## src/rtl/spi_xfer_seq_if.sv

```systemverilog
// spi_xfer_seq_if: host FIFO, transaction control and byte-engine signals of spi_xfer_seq
interface spi_xfer_seq_if;
  logic [7:0] tx_data;
  logic       tx_valid;
  logic       tx_ready;
  logic [7:0] xfer_len;
  logic       go;
  logic       active;
  logic       done;
  logic [7:0] rx_data;
  logic       rx_valid;
  logic       rx_ready;
  logic       eng_start;
  logic [7:0] eng_data;
  logic       eng_busy;
  logic       eng_new_data;
  logic [7:0] eng_data_out;
  logic       cs_n;
  modport slave (
    input  tx_data, tx_valid, xfer_len, go, rx_ready, eng_busy, eng_new_data, eng_data_out,
    output tx_ready, active, done, rx_data, rx_valid, eng_start, eng_data, cs_n
  );
  modport master (
    output tx_data, tx_valid, xfer_len, go, rx_ready, eng_busy, eng_new_data, eng_data_out,
    input  tx_ready, active, done, rx_data, rx_valid, eng_start, eng_data, cs_n
  );
endinterface

```

## src/rtl/spi_xfer_seq.sv

```systemverilog
// spi_xfer_seq: chip-select sequencer feeding a one-byte SPI engine from a TX FIFO into an RX FIFO
module spi_xfer_seq #(
  parameter int DEPTH    = 4,
  parameter int CS_SETUP = 2,
  parameter int CS_HOLD  = 2
) (
  input logic           clk,
  input logic           rst,
  spi_xfer_seq_if.slave bus
);
  localparam int AW   = $clog2(DEPTH);
  localparam int CMAX = (CS_SETUP > CS_HOLD) ? CS_SETUP : CS_HOLD;
  localparam int CW   = $clog2(CMAX + 1);
  localparam logic [AW:0]   FULL       = (AW + 1)'(DEPTH);
  localparam logic [CW-1:0] SETUP_LAST = CW'(CS_SETUP - 1);
  localparam logic [CW-1:0] HOLD_LAST  = CW'(CS_HOLD - 1);
  typedef enum logic [2:0] {IDLE, SETUP, ISSUE, WAIT, HOLD} state_t;
  state_t        state_q, state_d;
  logic [CW-1:0] cnt_q, cnt_d;
  logic [7:0]    rem_q, rem_d;
  logic          cs_n_q, cs_n_d;
  logic          eng_start_q, eng_start_d;
  logic          done_q, done_d;
  logic [7:0]    eng_data_q, eng_data_d;
  logic [7:0]    tx_mem_q [DEPTH];
  logic [7:0]    tx_mem_d [DEPTH];
  logic [7:0]    rx_mem_q [DEPTH];
  logic [7:0]    rx_mem_d [DEPTH];
  logic [AW-1:0] tx_wr_q, tx_wr_d, tx_rd_q, tx_rd_d;
  logic [AW-1:0] rx_wr_q, rx_wr_d, rx_rd_q, rx_rd_d;
  logic [AW:0]   tx_cnt_q, tx_cnt_d, rx_cnt_q, rx_cnt_d;
  logic          tx_push, tx_pop, rx_push, rx_pop, issue;
  // RX space is reserved at issue time so the WAIT push can never overflow
  assign issue   = (state_q == ISSUE) && (tx_cnt_q != '0) && (rx_cnt_q != FULL) && !bus.eng_busy;
  assign tx_push = bus.tx_valid && (tx_cnt_q != FULL);
  assign tx_pop  = issue;
  assign rx_push = (state_q == WAIT) && bus.eng_new_data;
  assign rx_pop  = bus.rx_ready && (rx_cnt_q != '0);
  always_comb begin
    tx_mem_d = tx_mem_q;
    rx_mem_d = rx_mem_q;
    if (tx_push) tx_mem_d[tx_wr_q] = bus.tx_data;
    if (rx_push) rx_mem_d[rx_wr_q] = bus.eng_data_out;
    tx_wr_d  = tx_wr_q + AW'(tx_push);
    tx_rd_d  = tx_rd_q + AW'(tx_pop);
    rx_wr_d  = rx_wr_q + AW'(rx_push);
    rx_rd_d  = rx_rd_q + AW'(rx_pop);
    tx_cnt_d = tx_cnt_q + (AW + 1)'(tx_push) - (AW + 1)'(tx_pop);
    rx_cnt_d = rx_cnt_q + (AW + 1)'(rx_push) - (AW + 1)'(rx_pop);
  end
  always_comb begin
    state_d     = state_q;
    cnt_d       = cnt_q;
    rem_d       = rem_q;
    eng_start_d = 1'b0;
    eng_data_d  = eng_data_q;
    done_d      = 1'b0;
    case (state_q)
      IDLE: if (bus.go) begin
        if (bus.xfer_len != 8'd0) begin
          state_d = SETUP;
          rem_d   = bus.xfer_len;
          cnt_d   = '0;
        end else done_d = 1'b1;
      end
      SETUP: begin
        cnt_d = cnt_q + CW'(1);
        if (cnt_q == SETUP_LAST) begin
          state_d = ISSUE;
          cnt_d   = '0;
        end
      end
      ISSUE: if (issue) begin
        eng_start_d = 1'b1;
        eng_data_d  = tx_mem_q[tx_rd_q];
        state_d     = WAIT;
      end
      WAIT: if (bus.eng_new_data) begin
        rem_d   = rem_q - 8'd1;
        state_d = (rem_q == 8'd1) ? HOLD : ISSUE;
        cnt_d   = '0;
      end
      HOLD: begin
        cnt_d = cnt_q + CW'(1);
        if (cnt_q == HOLD_LAST) begin
          state_d = IDLE;
          done_d  = 1'b1;
          cnt_d   = '0;
        end
      end
      default: state_d = IDLE;
    endcase
    cs_n_d = (state_d == IDLE);
  end
  always_ff @(posedge clk or negedge rst) begin
    if (!rst) begin
      state_q     <= IDLE;
      cnt_q       <= '0;
      rem_q       <= '0;
      cs_n_q      <= 1'b1;
      eng_start_q <= 1'b0;
      eng_data_q  <= '0;
      done_q      <= 1'b0;
      tx_mem_q    <= '{default: '0};
      rx_mem_q    <= '{default: '0};
      tx_wr_q     <= '0;
      tx_rd_q     <= '0;
      rx_wr_q     <= '0;
      rx_rd_q     <= '0;
      tx_cnt_q    <= '0;
      rx_cnt_q    <= '0;
    end else begin
      state_q     <= state_d;
      cnt_q       <= cnt_d;
      rem_q       <= rem_d;
      cs_n_q      <= cs_n_d;
      eng_start_q <= eng_start_d;
      eng_data_q  <= eng_data_d;
      done_q      <= done_d;
      tx_mem_q    <= tx_mem_d;
      rx_mem_q    <= rx_mem_d;
      tx_wr_q     <= tx_wr_d;
      tx_rd_q     <= tx_rd_d;
      rx_wr_q     <= rx_wr_d;
      rx_rd_q     <= rx_rd_d;
      tx_cnt_q    <= tx_cnt_d;
      rx_cnt_q    <= rx_cnt_d;
    end
  end
  assign bus.tx_ready  = tx_cnt_q != FULL;
  assign bus.rx_valid  = rx_cnt_q != '0;
  assign bus.rx_data   = rx_mem_q[rx_rd_q];
  assign bus.active    = state_q != IDLE;
  assign bus.done      = done_q;
  assign bus.eng_start = eng_start_q;
  assign bus.eng_data  = eng_data_q;
  assign bus.cs_n      = cs_n_q;
endmodule
```

## src/flat_wrapper.sv

```systemverilog
// flat-port wrapper written by rule: the top's interface ports become plain ports
module spi_xfer_seq_flat 
#(
  parameter int DEPTH    = 4,
  parameter int CS_SETUP = 2,
  parameter int CS_HOLD  = 2
)
  (clk, rst, bus_tx_data, bus_tx_valid, bus_xfer_len, bus_go, bus_rx_ready, bus_eng_busy, bus_eng_new_data, bus_eng_data_out, bus_tx_ready, bus_active, bus_done, bus_rx_data, bus_rx_valid, bus_eng_start, bus_eng_data, bus_cs_n);
  spi_xfer_seq_if bus_i ();
  input logic clk;
  input logic rst;
  input wire logic [$bits(bus_i.tx_data)-1:0] bus_tx_data;
  input wire logic [$bits(bus_i.tx_valid)-1:0] bus_tx_valid;
  input wire logic [$bits(bus_i.xfer_len)-1:0] bus_xfer_len;
  input wire logic [$bits(bus_i.go)-1:0] bus_go;
  input wire logic [$bits(bus_i.rx_ready)-1:0] bus_rx_ready;
  input wire logic [$bits(bus_i.eng_busy)-1:0] bus_eng_busy;
  input wire logic [$bits(bus_i.eng_new_data)-1:0] bus_eng_new_data;
  input wire logic [$bits(bus_i.eng_data_out)-1:0] bus_eng_data_out;
  output wire logic [$bits(bus_i.tx_ready)-1:0] bus_tx_ready;
  output wire logic [$bits(bus_i.active)-1:0] bus_active;
  output wire logic [$bits(bus_i.done)-1:0] bus_done;
  output wire logic [$bits(bus_i.rx_data)-1:0] bus_rx_data;
  output wire logic [$bits(bus_i.rx_valid)-1:0] bus_rx_valid;
  output wire logic [$bits(bus_i.eng_start)-1:0] bus_eng_start;
  output wire logic [$bits(bus_i.eng_data)-1:0] bus_eng_data;
  output wire logic [$bits(bus_i.cs_n)-1:0] bus_cs_n;
  assign bus_i.tx_data = bus_tx_data;
  assign bus_i.tx_valid = bus_tx_valid;
  assign bus_i.xfer_len = bus_xfer_len;
  assign bus_i.go = bus_go;
  assign bus_i.rx_ready = bus_rx_ready;
  assign bus_i.eng_busy = bus_eng_busy;
  assign bus_i.eng_new_data = bus_eng_new_data;
  assign bus_i.eng_data_out = bus_eng_data_out;
  assign bus_tx_ready = bus_i.tx_ready;
  assign bus_active = bus_i.active;
  assign bus_done = bus_i.done;
  assign bus_rx_data = bus_i.rx_data;
  assign bus_rx_valid = bus_i.rx_valid;
  assign bus_eng_start = bus_i.eng_start;
  assign bus_eng_data = bus_i.eng_data;
  assign bus_cs_n = bus_i.cs_n;
  spi_xfer_seq #(.DEPTH(DEPTH), .CS_SETUP(CS_SETUP), .CS_HOLD(CS_HOLD)) u_core (.clk(clk), .rst(rst), .bus(bus_i));
endmodule
```

## config.mk

```make
export PLATFORM = sky130hd
export DESIGN_NAME = spi_xfer_seq_flat
export DESIGN_NICKNAME = d
export VERILOG_FILES = /design/src/rtl/spi_xfer_seq_if.sv /design/src/rtl/spi_xfer_seq.sv /design/src/flat_wrapper.sv
export SDC_FILE = /design/constraint.sdc
export NUM_CORES = 1
export LEC_CHECK = 0
export BUFFER_PORTS_ARGS = -buffer_cell sky130_fd_sc_hd__buf_2
export CAP_MARGIN = 5
export CELL_PAD_IN_SITES_DETAIL_PLACEMENT = 1
export CELL_PAD_IN_SITES_GLOBAL_PLACEMENT = 1
export CORE_AREA = 2 2 113 115
export CTS_CLUSTER_SIZE = 20
export DETAILED_ROUTE_END_ITERATION = 16
export DIE_AREA = 0 0 115 117
export HOLD_SLACK_MARGIN = 0.15
export PLACE_DENSITY = 0.7
export SLEW_MARGIN = 20
export SYNTH_ARGS = -nofsm -noshare
export SYNTH_HDL_FRONTEND = slang
export SYNTH_SLANG_ARGS = --single-unit
```

## constraint.sdc

```tcl
create_clock -name clk -period 4.7 [get_ports clk]
set_input_delay 0.705 -clock clk [delete_from_list [all_inputs] [get_ports clk]]
set_output_delay 0.705 -clock clk [all_outputs]
set_load 0.01 [all_outputs]
```

Word level (Yosys, flattened, before mapping)
Cells that the tools add are included.
{"block": "totals", "n_memories": 0, "out_inout_bits": 22, "inputBits": 31, "mem_bits_ro": 0, "regBits": 102, "ram_bits": 0, "elab_cells": 108, "latch_bits": 0}
{"block": "op_classes", "n_mux": 35, "n_eq_ne": 11, "magnitude_cmp": 6, "shift": 0, "n_addsub": 10, "reduce_logical": 21, "multipliers": 0, "div": 0, "bitwise": 4}
{"operator": "$mux W8", "n": 9}
{"operator": "$bwmux W32", "n": 2}
{"operator": "$bmux W8 S2", "n": 2}
{"operator": "$demux W8 S2", "n": 2}
{"operator": "$mux W3", "n": 7}
{"operator": "$pmux W8 S2", "n": 1}
{"operator": "$pmux W3 S5", "n": 1}
{"operator": "$ge A3 B3 Y1 const B", "n": 4}
{"operator": "$not A2 Y3", "n": 4}
{"operator": "$reduce_bool A3 Y1", "n": 4}
{"operator": "$add A2 B1 Y2", "n": 4}
{"operator": "$eq A8 B1 Y1 const B", "n": 1}
{"operator": "$logic_and A1 B1 Y1", "n": 8}
{"operator": "$mux W2", "n": 4}
{"operator": "$reduce_and A4 Y1", "n": 2}
{"operator": "$reduce_bool A8 Y1", "n": 1}
{"operator": "$sub A8 B1 Y8 const B", "n": 1}
{"operator": "$add A3 B1 Y3", "n": 2}
{"operator": "$eq A3 B2 Y1 const B", "n": 2}
{"operator": "$logic_not A3 Y1", "n": 2}
{"operator": "$lt A3 B1 Y1 const B", "n": 2}
{"operator": "$ne A3 B3 Y1 const B", "n": 2}
{"operator": "$pmux W2 S3", "n": 1}
{"operator": "$sub A3 B1 Y3", "n": 2}
{"operator": "12 further kinds", "n": 17}

Longest topological paths before layout
Gate-level depths: netlist of run 1.
{"block": "logic_depth", "word_depth": 7, "ltp_mapped": 9, "mapped_depth_nobuf": 9}

Least setup slack after synthesis of run 1
No wires, ideal clock.
{"block": "synth_timing", "path_type": "input to register", "startpoint": "in bus_eng_busy", "endpoint": "reg u_core.tx_cnt_q[2]", "setup_slack_ns": 2.027, "n_path_buf": 0, "setup_time_ns": 0.123, "stages": 8, "required_ns": 4.577, "arrival_ns": 2.550, "cell_sequence": "or2_2 > a2111oi_4 > ha_1 > inv_1 > ha_1 > fa_1 > xnor2_1 > xnor2_1"}
{"block": "synth_via", "elab_chain_cells": 3}
{"element": "start, declared", "line_no": "flat_wrapper.sv:17", "text": "input wire logic [$bits(bus_i.eng_busy)-1:0] bus_eng_busy;"}
{"element": "$logic_not A1 Y1", "line_no": "spi_xfer_seq.sv:34", "text": "assign issue = (state_q == ISSUE) && (tx_cnt_q != '0) && (rx_cnt_q != FULL) && !bus.eng_busy;"}
{"element": "$logic_and A1 B1 Y1", "line_no": "spi_xfer_seq.sv:34"}
{"element": "$sub A3 B1 Y3", "line_no": "spi_xfer_seq.sv:48", "text": "tx_cnt_d = tx_cnt_q + (AW + 1)'(tx_push) - (AW + 1)'(tx_pop);"}
{"element": "named net u_core.tx_cnt_d[2]", "line_no": "spi_xfer_seq.sv:31", "text": "logic [AW:0] tx_cnt_q, tx_cnt_d, rx_cnt_q, rx_cnt_d;"}
{"element": "end signal, assigned", "line_no": "spi_xfer_seq.sv:126", "text": "tx_cnt_q <= tx_cnt_d;"}
{"element": "end, declared", "line_no": "spi_xfer_seq.sv:31"}
The timed path passes the listed nets, and every way through them passes these cells.
A chain may end at the register's enable or synchronous reset.

Worst setup path after layout of run 1
{"block": "layout_timing", "startpoint": "reg u_core.rx_rd_q[0]", "endpoint": "out bus_rx_data[0]"}
{"block": "layout_via", "elab_chain_cells": 4}
{"element": "start, declared", "line_no": "spi_xfer_seq.sv:30", "text": "logic [AW-1:0] rx_wr_q, rx_wr_d, rx_rd_q, rx_rd_d;"}
{"element": "start signal, assigned", "line_no": "spi_xfer_seq.sv:125", "text": "rx_rd_q <= rx_rd_d;"}
{"element": "$not A2 Y3 (implied by the code)", "line_no": "spi_xfer_seq.sv:132", "text": "assign bus.rx_data = rx_mem_q[rx_rd_q];"}
{"element": "$bmux W8 S2", "line_no": "spi_xfer_seq.sv:132"}
{"element": "$mux W8 (implied by the code) (2 in series)", "line_no": "spi_xfer_seq.sv:132"}
{"element": "end, declared", "line_no": "flat_wrapper.sv:23", "text": "output wire logic [$bits(bus_i.rx_data)-1:0] bus_rx_data;"}
No other way between the ends. The select of a mux whose other input is x is not followed.

==> results of run 1 <==
==> logic make-up (layout without fill, tap and decap cells) <==
group | count (synthesis) | after routing | share of synthesized area [%]
xor+xnor | 8 | 8 | 1.47
simple gates | 60 | 60 | 8.06
buf+inv | 29 | 86 | 2.62
compound gates | 37 | 37 | 5.64
flops | 102 | 102 | 53.6
fa+ha+maj | 12 | 12 | 3.46
mux | 88 | 88 | 25.2
==> synthesized netlist by cell type, drive strengths merged, types with 4 or more instances <==
cell type and instances:
ha 10, dfrtp 101, nor2 11, xor2 4, mux2 72, nand2 7, clkbuf 6, o22ai 4
a21oi 5, nor3 5, mux4 16, o21ai 10, nand3 5, nor2b 4, nand2b 4, inv 16
buf 7, xnor2 4
==> area by class of cell <==
class / count / area (um2)
flip-flops and latches: 102 / 2550
clock buffers: 10 / 229
multi-input cells: 205 / 2090
repair buffers: 54 / 278
inverters: 16 / 60.1
well taps: 150 / 188
clock inverters: 6 / 46.3
fillers: 1253 / 6870
==> power by group through the flow <==
| stage | logic [mW] | clock network (mW) | registers [mW] |
|---|---|---|---|
| 5_1_grt | 1.63 | 0.759 | 1.75 |
| 3_5_place_dp | 1.50 | 0 | 1.70 |
| 3_3_place_gp | 1.43 | 0 | 1.67 |
| 2_1_floorplan | 1.22 | 0 | 1.53 |
| 4_1_cts | 1.51 | 0.733 | 1.69 |
| 6_report | 1.48 | 0.710 | 1.68 |
==> layer usage <==
layer	up-vias	track usage, %
li1	1334	-
met1	1529	20.8
met2	55	26.1
met3	12	2.99
met4	0	7.63
met5	-	0
==> worst max-delay path, delay by kind of cell, from the launching register on <==
family	cells	cell delay, ns
buffers and inverters	1	0.16
DFF	1	0.74
muxes	1	0.61
==> registers in the layout, summed over array words and instances, names as in the netlist <==
name                  flops
u_core.tx_mem_q          32
u_core.rx_mem_q          32
u_core.cnt_q              2
u_core.state_q            3
u_core.rem_q              8
u_core.rx_wr_q            2
u_core.rx_rd_q            2
u_core.bus.eng_data       8
u_core.tx_cnt_q           3
u_core.rx_cnt_q           3
u_core.bus.cs_n           1
u_core.bus.eng_start      1
u_core.bus.done           1
u_core.tx_rd_q            2
u_core.tx_wr_q            2
==> final timing paths <==
path / start / endpoint / slack, ns / cells past startpoint
setup / recovery: u_core.rx_rd_q[0] / bus_rx_data[0] / 2.13 / 2
hold / removal: rst / u_core.rx_mem_q[3] / 0.48 / 1
setup reg to reg: u_core.state_q[1] / u_core.rem_q[7] / 2.25 / 4
hold reg to reg: u_core.bus.eng_data[4] / u_core.bus.eng_data[4] / 0.50 / 1
max in group asynchronous: rst / u_core.bus.eng_data[1] / 3.22 / 2
min in group clk: u_core.bus.eng_data[4] / u_core.bus.eng_data[4] / 0.50 / 1
==> per-stage QoR <==
| stage | area (um2) | worst slack (ns) | utilization (%) | hold slack, ns | cells |
|---|---|---|---|---|---|
| floorplan | 4770 | 2.03 | - | 0.409 | 336 |
| global placement | 5170 | 2.19 | 42.0 | 0.481 | 527 |
| detailed placement | 5170 | 2.11 | 42.0 | 0.488 | 527 |
| CTS | 5440 | 2.08 | 44.2 | 0.503 | 543 |
| global route | 5440 | 2.05 | 44.2 | 0.516 | 543 |
| finish | 5440 | 2.13 | 44.2 | 0.477 | 543 |
==> results_dict.tcl, run 1 <==
set metrics [dict create \
    rsz0062_at_grt "false" \
    cp.arrival_ns 1.87 \
    grt_use_total_pct 16.0 \
    leakage_nw 2.41 \
    yosys.cell_types.count 55 \
    worstMarginPinSlew_ns 0.911 \
    wl_per_cell_um 18.5 \
    grt_pass1_vias 3134 \
    cts-buffers-inserted 9 \
    fin_nets 431 \
    met3_length_um 382 \
    syn_to_final_growth_pct 14.2 \
    syn_area_per_cell_um2 14.2 \
    core_area_mm2 0.0123 \
    drt_iter0_markers 81 \
    worstHoldPathType "in2async" \
    viasPerCell 5.40 \
    layout-drive-gt1-share_pct 43.5 \
    p_seq_share_pct 43.4 \
    routed.top_layer "met4" \
    grt_antenna_before_repair 0 \
    synth-main-ff-cell "dfrtp_1" \
    drt_wl_total_mm 10.0 \
    power.share.clock_pct 18.4 \
    netlist_top_cells_area "dfrtp_1 (53%), mux2_2 (15%), mux4_2 (7.6%)" \
    die-area_mm2 0.0135 \
    yosys.area.top_type "dfrtp_1" \
    die_w_um 115 \
    max-slew-margin-rel_pct 39.3 \
    drtAntennaViolNets 0 \
    fin_skew_ns 0.00877 \
    grt_start_max_net_pins 71 \
    final_common_cell "dfrtp_1" \
    cp-start-kind "register" \
    hold_viol_final 0 \
    initial_utilization_pct 38.7 \
    clk_latency_ns 0.36 \
    post_cts_buffers 0 \
    worst-setup-path-type "reg2out" \
    synth_top_cell_area_share_pct 53.0 \
    drc 0 \
    outcome "complete, no violations" \
    cp_cell_sequence "mux4_2 > buf_2" \
    final_cell_mix "dfrtp_1 (101), mux2_2 (64), buf_2 (51)" \
    path_clk_slew_ns 0.07 \
    rows 41 \
    synth-edff-count 0 \
    ctsResizeCount 0 \
    max_stage_delay_ns 0.74 \
    fmax_mhz 389 \
    setup_violations 0 \
    slew_viol_final 0 \
    grt_overflow 0 \
    cts_num_sinks 102 \
    gp_congestion 0.751 \
    die_y_um 117 \
    p_total_mw 3.87 \
    fin_tns_setup_ns 0 \
    ys_ff_latch 102 \
    p_per_area_mw_per_mm2 711 \
    crit_required_ns 3.99 \
    cpMaxStageDelayCell "dfrtp_1" \
    firstDrtPassIters 4 \
    root_buffer "clkbuf_16" \
    ys_warn_count 0 \
    met1_length_mm 4.62 \
    period_minus_slack_ns 2.57 \
    syn_nets 379 \
    vdd_ir_drop_max_v 0.000249 \
    wl_met2_mm 4.83 \
    vias 2930 \
    sw_frac_of_total_pct 34.5 \
    port_buffers 52 \
    power.switching_mw 1.33 \
    ios 53 \
    critPathCaptureType "primary output" \
    ctsHoldBuffers 0 \
    combPwrFrac_pct 38.2 \
    h-tree-depth 3 \
    path_max_fanout 9 \
    grt_first_pass_wirelength_mm 16.2 \
    ys_seq_area_share_pct 53.6 \
    hpwl_mm 6.89 \
    async_flop_share_pct 100 \
    clockBufferDepth 2 \
    syn_area_mm2 0.00477 \
    intPower_mw 2.54 \
    diodes 0 \
    cap_violations 0 \
    timing.final.crit_share_pct 54.7 \
    cts_tree "built" \
    synth_cells 336 \
]
(Power assumes the default switching activity.)
==> run 2, diff against run 1 <==
Settings changed: ABC_AREA set to 1, CORE_AREA 2 2 113 115 to 2 2 116 118, DIE_AREA 0 0 115 117 to 0 0 118 120, PLACE_DENSITY 0.7 to 0.75.
Clock period 4.7 ns to 2.6 ns, I/O delays scaled along.
==> results_dict.tcl, run 2 <==
set metrics [dict create \
    outcome "complete, no violations" \
    viasPerCell 4.94 \
    worstMarginPinSlew_ns 0.684 \
    ys_seq_area_share_pct 50.8 \
    clockBufferDepth 2 \
    cts_num_sinks 102 \
    fin_nets 667 \
    fillers 1576 \
    grt_antenna_before_repair 0 \
    synth-main-ff-cell "dfrtp_1" \
    drc 0 \
    yosys.area.top_type "dfrtp_1" \
    cpMaxStageDelayCell "dfrtp_1" \
    worstHoldPathType "in2reg" \
    p_per_area_mw_per_mm2 1300 \
    netlist_top_cells_area "dfrtp_1 (50%), nand2_1 (11%), o21ai_0 (8.0%)" \
    h-tree-depth 3 \
    drt_wl_total_mm 12.0 \
    hpwl_mm 8.40 \
    post_cts_buffers 0 \
    cts-buffers-inserted 9 \
    grt_first_pass_wirelength_mm 20.6 \
    setup_violations 0 \
    ys_top_cells_by_count "nand2_1 (149), dfrtp_1 (101), o21ai_0 (80)" \
    synth_cells 575 \
    hold_viol_final 0 \
    wl_per_cell_um 15.0 \
    crit_start "u_core.state_q[2]" \
    fin_tns_setup_ns 0 \
    leakage_nw 2.91 \
    grt_pass1_vias 4271 \
    initial_utilization_pct 38.7 \
    max_stage_delay_ns 0.47 \
    async_flop_share_pct 100 \
    synth-edff-count 0 \
    final_common_cell "nand2_1" \
    grt_overflow 0 \
    syn_to_final_growth_pct 14.9 \
    fmax_mhz 452 \
    r2r_end "u_core.tx_cnt_q[2]" \
    max-slew-margin-rel_pct 54.4 \
    fin_skew_ns 0.00849 \
    ys_warn_count 0 \
    die-area_mm2 0.0142 \
    clk_latency_ns 0.36 \
    drt_iter0_markers 162 \
    final_cell_mix "nand2_1 (149), dfrtp_1 (101), o21ai_0 (80)" \
    place_area_mm2 0.00541 \
    dp_cells 788 \
    drtAntennaViolNets 0 \
    rsz0062_at_grt "false" \
    stdcell_area_mm2 0.00578 \
    core_area_mm2 0.0130 \
    path_clk_slew_ns 0.07 \
    pre_cts_ws_ns 0.375 \
    crit_path_end "u_core.tx_cnt_q[2]" \
    diodes 0 \
    port_buffers 52 \
    root_buffer "clkbuf_16" \
    timing.final.crit_share_pct 85.1 \
    top_regs "u_core.rx_mem_q x32, u_core.tx_mem_q x32" \
    critPathCaptureType "register" \
    worst-setup-path-type "reg2reg" \
    grt_use_total_pct 18.3 \
    fin_cells 805 \
    crit_required_ns 2.84 \
    r2r_start "u_core.state_q[2]" \
    vdd_ir_drop_max_v 0.000415 \
    cts_tree "built" \
    slew_viol_final 0 \
    path_max_fanout 11 \
    grt_start_max_net_pins 50 \
    firstDrtPassIters 4 \
    rows 42 \
    vias 3980 \
    die_w_um 118 \
    cap_violations 0 \
    period_minus_slack_ns 2.21 \
    cp-start-kind "register" \
    setup_ws_ns 0.389 \
    syn_nets 618 \
    gp_congestion 0.750 \
    ys_ff_latch 102 \
    cpMostUsedCell "ha_1" \
    yosysMostFrequentCell "nand2_1" \
    cp_cell_sequence "nor3_2 > nand3_4 > nor2_8 > ha_1 > inv_1 > ha_1 > fa_1 > xor2_1" \
    syn_area_mm2 0.00503 \
    synth_top_cell_area_share_pct 50.3 \
    worstRegToRegCells 8 \
    reg2reg_slack_ns 0.39 \
    layout-drive-gt1-share_pct 18.1 \
    syn_area_per_cell_um2 8.75 \
    yosys.cell_types.count 34 \
    cp.arrival_ns 2.45 \
    die_y_um 120 \
    ios 53 \
]
## run 2: timing repair
item,4_1_cts,5_1_grt
hold endpoints to repair,47,0
gates resized for setup,0,0
hold buffers,1,0
setup endpoints to repair,0,0
## run 2: how the worst min path moves through the flow
stage,from,endpoint,slack [ns],cells past startpoint
after floorplan,rst,u_core.bus.done,0.09,0
after global placement,rst,u_core.rem_q[3],0.46,1
after detailed placement,u_core.tx_mem_q[13],u_core.tx_mem_q[13],0.47,2
after CTS,bus_go,u_core.bus.done,0.32,3
after global routing,bus_go,u_core.bus.done,0.34,3
final,bus_go,u_core.bus.done,0.32,3
## run 2: per-layer routing
layer  GRT usage (%)  routed length, um
met1            23.3               5680
met2            31.1               5820
met3            2.66                285
met4            7.83                258
met5               0                  0
## run 2: worst max-delay path: cells and delay by family, from the launching register on
family / cells / cell delay (ns)
XOR/XNOR: 1 / 0.17
adder cells (fa/ha/maj): 3 / 0.73
AND/OR/NAND/NOR: 3 / 0.70
buffers and inverters: 1 / 0.04
flip-flops: 1 / 0.47
## run 2: report_power, final
part	leakage, nW	internal, mW	switching (mW)	total [mW]
Combinational	1.46	1.12	1.94	3.05
Sequential	1.28	2.33	0.549	2.88
Clock	0.168	0.993	0.599	1.59
Total	2.91	4.44	3.09	7.53
## run 2: cells by family (layout without fill, tap and decap cells)
| group | Yosys count | after routing | synth area share [%] |
|---|---|---|---|
| AND/OR/NAND/NOR | 249 | 249 | 22.9 |
| buffers and inverters | 73 | 127 | 6.94 |
| AO/OA/AOI/OAI | 131 | 131 | 14.7 |
| XOR/XNOR | 8 | 8 | 1.39 |
| adder cells (fa/ha/maj) | 12 | 12 | 3.28 |
| flip-flops | 102 | 102 | 50.8 |
## run 2: layout make-up
cell class              count  area [um2]  area share [%]
clock buffers              11         253            4.37
clock inverters             5         105            1.82
inverters                  54         205            3.55
multi-input cells         400        2130            36.8
flip-flops and latches    102        2550            44.2
well taps                 176         220            3.81
repair buffers             57         315            5.46
## run 2: metrics by stage
stage | utilization [%] | total power [mW] | hold slack [ns]
2_1_floorplan | - | 5.03 | 0.0944
3_3_place_gp | 41.7 | 5.79 | 0.458
3_5_place_dp | 41.7 | 5.99 | 0.468
4_1_cts | 44.5 | 7.64 | 0.316
5_1_grt | 44.5 | 8.20 | 0.337
6_report | 44.5 | 7.53 | 0.325
